### src/rtl/mist1032isa_sync_edge_detector.sv
// Multi-channel edge-event detector: synchroniser, debounce filter, edge qualifier,
// one-cycle event strobe and sticky pending/overrun flags with software clear.
module mist1032isa_sync_edge_detector #(
    parameter int          N             = 1,
    parameter int          SYNC_STAGES   = 2,
    parameter int          FILTER_CYCLES = 1,
    parameter logic [N-1:0] INIT         = '0
) (
    input  logic           iCLOCK,
    input  logic           inRESET,
    input  logic [N-1:0]   iSIGNAL,
    input  logic [2*N-1:0] iMODE,
    input  logic [N-1:0]   iCLEAR,
    output logic [N-1:0]   oLEVEL,
    output logic [N-1:0]   oPULSE,
    output logic [N-1:0]   oPENDING,
    output logic [N-1:0]   oOVERRUN
);

    localparam int               CNT_W    = $clog2(FILTER_CYCLES + 1);
    localparam logic [CNT_W-1:0] CNT_LAST = CNT_W'(FILTER_CYCLES - 1);

    if (SYNC_STAGES < 2 || SYNC_STAGES > 4) begin : g_bad_sync_stages
        $error("SYNC_STAGES must be in 2..4");
    end
    if (FILTER_CYCLES < 1 || FILTER_CYCLES > 255) begin : g_bad_filter_cycles
        $error("FILTER_CYCLES must be in 1..255");
    end

    logic [SYNC_STAGES-1:0][N-1:0] sync_q, sync_d;
    logic [N-1:0][CNT_W-1:0]       cnt_q, cnt_d;
    logic [N-1:0]                  level_q, level_d;
    logic [N-1:0]                  pulse_q, pulse_d;
    logic [N-1:0]                  pending_q, pending_d;
    logic [N-1:0]                  overrun_q, overrun_d;
    logic [N-1:0]                  sync_s;
    logic [N-1:0]                  flip;
    logic [N-1:0]                  ev;

    always_comb begin
        sync_d    = {sync_q[SYNC_STAGES-2:0], iSIGNAL};
        sync_s    = sync_q[SYNC_STAGES-1];
        cnt_d     = cnt_q;
        level_d   = level_q;
        pending_d = pending_q;
        overrun_d = overrun_q;
        flip      = '0;
        ev        = '0;
        for (int i = 0; i < N; i++) begin
            // The level only flips after FILTER_CYCLES consecutive disagreeing samples.
            if (sync_s[i] == level_q[i]) begin
                cnt_d[i] = '0;
            end else if (cnt_q[i] == CNT_LAST) begin
                level_d[i] = sync_s[i];
                cnt_d[i]   = '0;
                flip[i]    = 1'b1;
            end else begin
                cnt_d[i] = cnt_q[i] + 1'b1;
            end

            ev[i] = (flip[i] &  sync_s[i] & iMODE[2*i])
                  | (flip[i] & ~sync_s[i] & iMODE[2*i+1]);

            // A new event beats a simultaneous clear and leaves overrun cleared.
            if (ev[i]) begin
                pending_d[i] = 1'b1;
                if (iCLEAR[i]) begin
                    overrun_d[i] = 1'b0;
                end else if (pending_q[i]) begin
                    overrun_d[i] = 1'b1;
                end
            end else if (iCLEAR[i]) begin
                pending_d[i] = 1'b0;
                overrun_d[i] = 1'b0;
            end
        end
        pulse_d = ev;
    end

    always_ff @(posedge iCLOCK) begin
        if (!inRESET) begin
            sync_q    <= {SYNC_STAGES{INIT}};
            cnt_q     <= '0;
            level_q   <= INIT;
            pulse_q   <= '0;
            pending_q <= '0;
            overrun_q <= '0;
        end else begin
            sync_q    <= sync_d;
            cnt_q     <= cnt_d;
            level_q   <= level_d;
            pulse_q   <= pulse_d;
            pending_q <= pending_d;
            overrun_q <= overrun_d;
        end
    end

    assign oLEVEL   = level_q;
    assign oPULSE   = pulse_q;
    assign oPENDING = pending_q;
    assign oOVERRUN = overrun_q;

endmodule

### config.mk
export PLATFORM = sky130hd
export DESIGN_NAME = mist1032isa_sync_edge_detector
export DESIGN_NICKNAME = d
export VERILOG_FILES = /design/src/rtl/mist1032isa_sync_edge_detector.sv
export SDC_FILE = /design/constraint.sdc
export NUM_CORES = 1
export LEC_CHECK = 0
export BUFFER_PORTS_ARGS = -buffer_cell sky130_fd_sc_hd__buf_4
export CAP_MARGIN = 20
export CORE_AREA = 8 8 45 47
export DETAILED_ROUTE_END_ITERATION = 8
export DIE_AREA = 0 0 53 55
export PLACE_DENSITY = 0.38
export SKIP_CTS_REPAIR_TIMING = 1
export SLEW_MARGIN = 10
export SYNTH_ARGS = -nofsm -noshare
export SYNTH_HDL_FRONTEND = slang
export SYNTH_SLANG_ARGS = --single-unit
export TNS_END_PERCENT = 20
### constraint.sdc
create_clock -name iCLOCK -period 1.2 [get_ports iCLOCK]
set_input_delay 0.3 -clock iCLOCK [delete_from_list [all_inputs] [get_ports iCLOCK]]
set_output_delay 0.3 -clock iCLOCK [all_outputs]
set_load 0.005 [all_outputs]
==> out/metrics.cfg <==
[run_status]
outcome=completed

[cts]
cts_tree=built
cts_sinks=7
clkTransAtPathRegs_ns=0.05
clk_path_buf_depth=2
cts-root-buf=clkbuf_4
numCtsBuffers=3
h-tree-depth=1
clock_latency_ns=0.25

[critical_path]
path_cells=buf_4
worst_path_max_delay_cell=dfxtp_1
critPathArrivalTime_ns=0.73
worstReg2RegStart=oLEVEL
cpPeakStageDelay_ns=0.36
critical_path.startpoint=oLEVEL
worst-r2r-setup-slack_ns=0.32
start_kind=register
crit_buf_inv=1
endpoint_kind=output pin
reg2regPathDepth=3
timing.rr.end=oOVERRUN
cp-endpoint=oLEVEL
crit_type=reg2out
cp.depth=1
cp_top_family=flip-flops
cp_max_fo=4
critPathRequiredTime_ns=0.90

[job]
drv_cap=0

[placement]
gp_congestion=0.645
portBuffers=9
dpl_cell_area_um2=318

[timing]
final-setup-viol-count=0
max_freq_ghz=0.974
finalMaxSlewViolations=0
timing.final.crit_share=0.856
hold_viol_final=0
clock_skew_ns=0.00249
setup_tns_ns=0
finalCriticalPeriod_ns=1.03
rsz0062_at_grt=false

[final_layout]
area.growth.synth_to_final_pct=49.5
final_area_um2=344
n_antenna_cell=0
nets=43
layout-drive-gt1-share=0.333

[synth]
syn-cell-area_um2=230
muxShareOfSynthArea=0.0435
ys_types=13
synth_compound_area_frac=0.0761
avgSynthCellArea_um2=10.0
synthAdderAreaFrac=0
synthXorXnorAreaFrac=0
synth.net_count=29
seq_area_frac_synth=0.609
synthCells=23
ys_ff_latch=7
synthSimpleGateAreaFrac=0.239
synth_top_family_by_area=simple AND/OR/NAND/NOR gates
ys_warn_count=0

[floorplanning]
ioPinCount=10
core-area_mm2=0.00138
start_util=0.166
dieArea_mm2=0.00292
die_y_um=55
die_w_um=53
placementRows=14

[worst_hold_path]
holdCritStartpoint=iSIGNAL
hold_depth=2
hp-class=in2reg

[global_route]
grt_pass1_vias=207
antenna_found_initial=0
grt_pass1_wl_um=765
grt_use_total=0.0427
grt_max_degree=5
grt_overflow=0

[routing]
drt_iter0_drc=3
vias=190
wl_um=458
firstDrtPassIters=2
wire_per_inst_um=8.81
post-route-drc-count=0
ant_nets=0
routed_via_density=3.65

[power]
p_per_area_mw_per_mm2=1400
ir_drop_mv=0.405
p_leak_nw=0.152

state kept, by name, indices dropped and copies added, names as in the netlist:
name,count
cnt_q,1
oLEVEL,1
oOVERRUN,1
oPENDING,1
oPULSE,1
sync_d,1
sync_s,1
layout by cell type, fill, tap and decap left out:
cell type / netlist / final
nand2_1: 2 / 2
a21o_1: 1 / 1
clkbuf_4: 0 / 3
buf_4: 0 / 9
nor2b_1: 1 / 1
and2_1: 2 / 2
nor2_1: 2 / 2
o21ai_1: 1 / 1
inv_1: 1 / 1
a21oi_1: 1 / 1
clkbuf_1: 0 / 1
nand2b_1: 1 / 1
dfxtp_1: 7 / 7
conb_1: 1 / 1
nand3b_1: 2 / 2
mux2i_1: 1 / 1
synth_stat cells, drive strengths merged:
library cell,instances,area share
nand2,2,0.033
and2,2,0.054
conb,1,0.016
nor2b,1,0.027
dfxtp,7,0.61
nor2,2,0.033
mux2i,1,0.043
inv,1,0.016
a21oi,1,0.022
o21ai,1,0.022
nand3b,2,0.065
a21o,1,0.033
nand2b,1,0.027
per-stage QoR:
step	worst slack [ns]	hold slack [ns]	utilization	power (mW)	std cells
floorplan	0.370	0.412	-	0.258	23
global placement	0.352	0.428	0.230	0.276	48
detailed placement	0.296	0.421	0.230	0.276	48
CTS	0.154	0.251	0.249	0.498	52
global route	0.116	0.257	0.249	0.522	52
finish	0.173	0.262	0.249	0.482	52
cell families (layout without fill, tap and decap cells):
group / Yosys count / count (layout)
other: 1 / 1
flip-flops: 7 / 7
buffers and inverters: 1 / 14
AO/OA/AOI/OAI: 3 / 3
multiplexers: 1 / 1
AND/OR/NAND/NOR: 10 / 10
how the worst min path moves through the flow:
stage	to
after floorplan	sync_s
after detailed placement	sync_s
after global placement	sync_s
after CTS	sync_d[1]
after global routing	sync_d[1]
final	sync_d[1]
layout make-up:
| cell class | instances | area [um^2] |
|---|---|---|
| clock buffer | 4 | 26.3 |
| fill | 162 | 1040 |
| inverter | 1 | 3.75 |
| multi-input combinational | 15 | 86.3 |
| sequential | 7 | 140 |
| tap | 16 | 20.0 |
| timing repair buffer | 9 | 67.6 |
routing by layer:
metal | part of all wire | up-vias | GRT usage
met2 | 0.55 | 4 | 0.0664
met1 | 0.35 | 85 | 0.0259
met4 | 0.026 | 0 | 0.0647
li1 | - | 99 | -
met5 | 0 | - | 0
met3 | 0.072 | 2 | 0.0321
report_power, final:
part / leakage, nW / total [mW] / internal, mW / switching (mW)
Sequential: 0.0573 / 0.243 / 0.240 / 0.00369
Clock: 0.0150 / 0.211 / 0.127 / 0.0846
Combinational: 0.0792 / 0.0271 / 0.0186 / 0.00851
Total: 0.152 / 0.482 / 0.385 / 0.0968
Note: power is estimated with default switching activity, not from simulation.
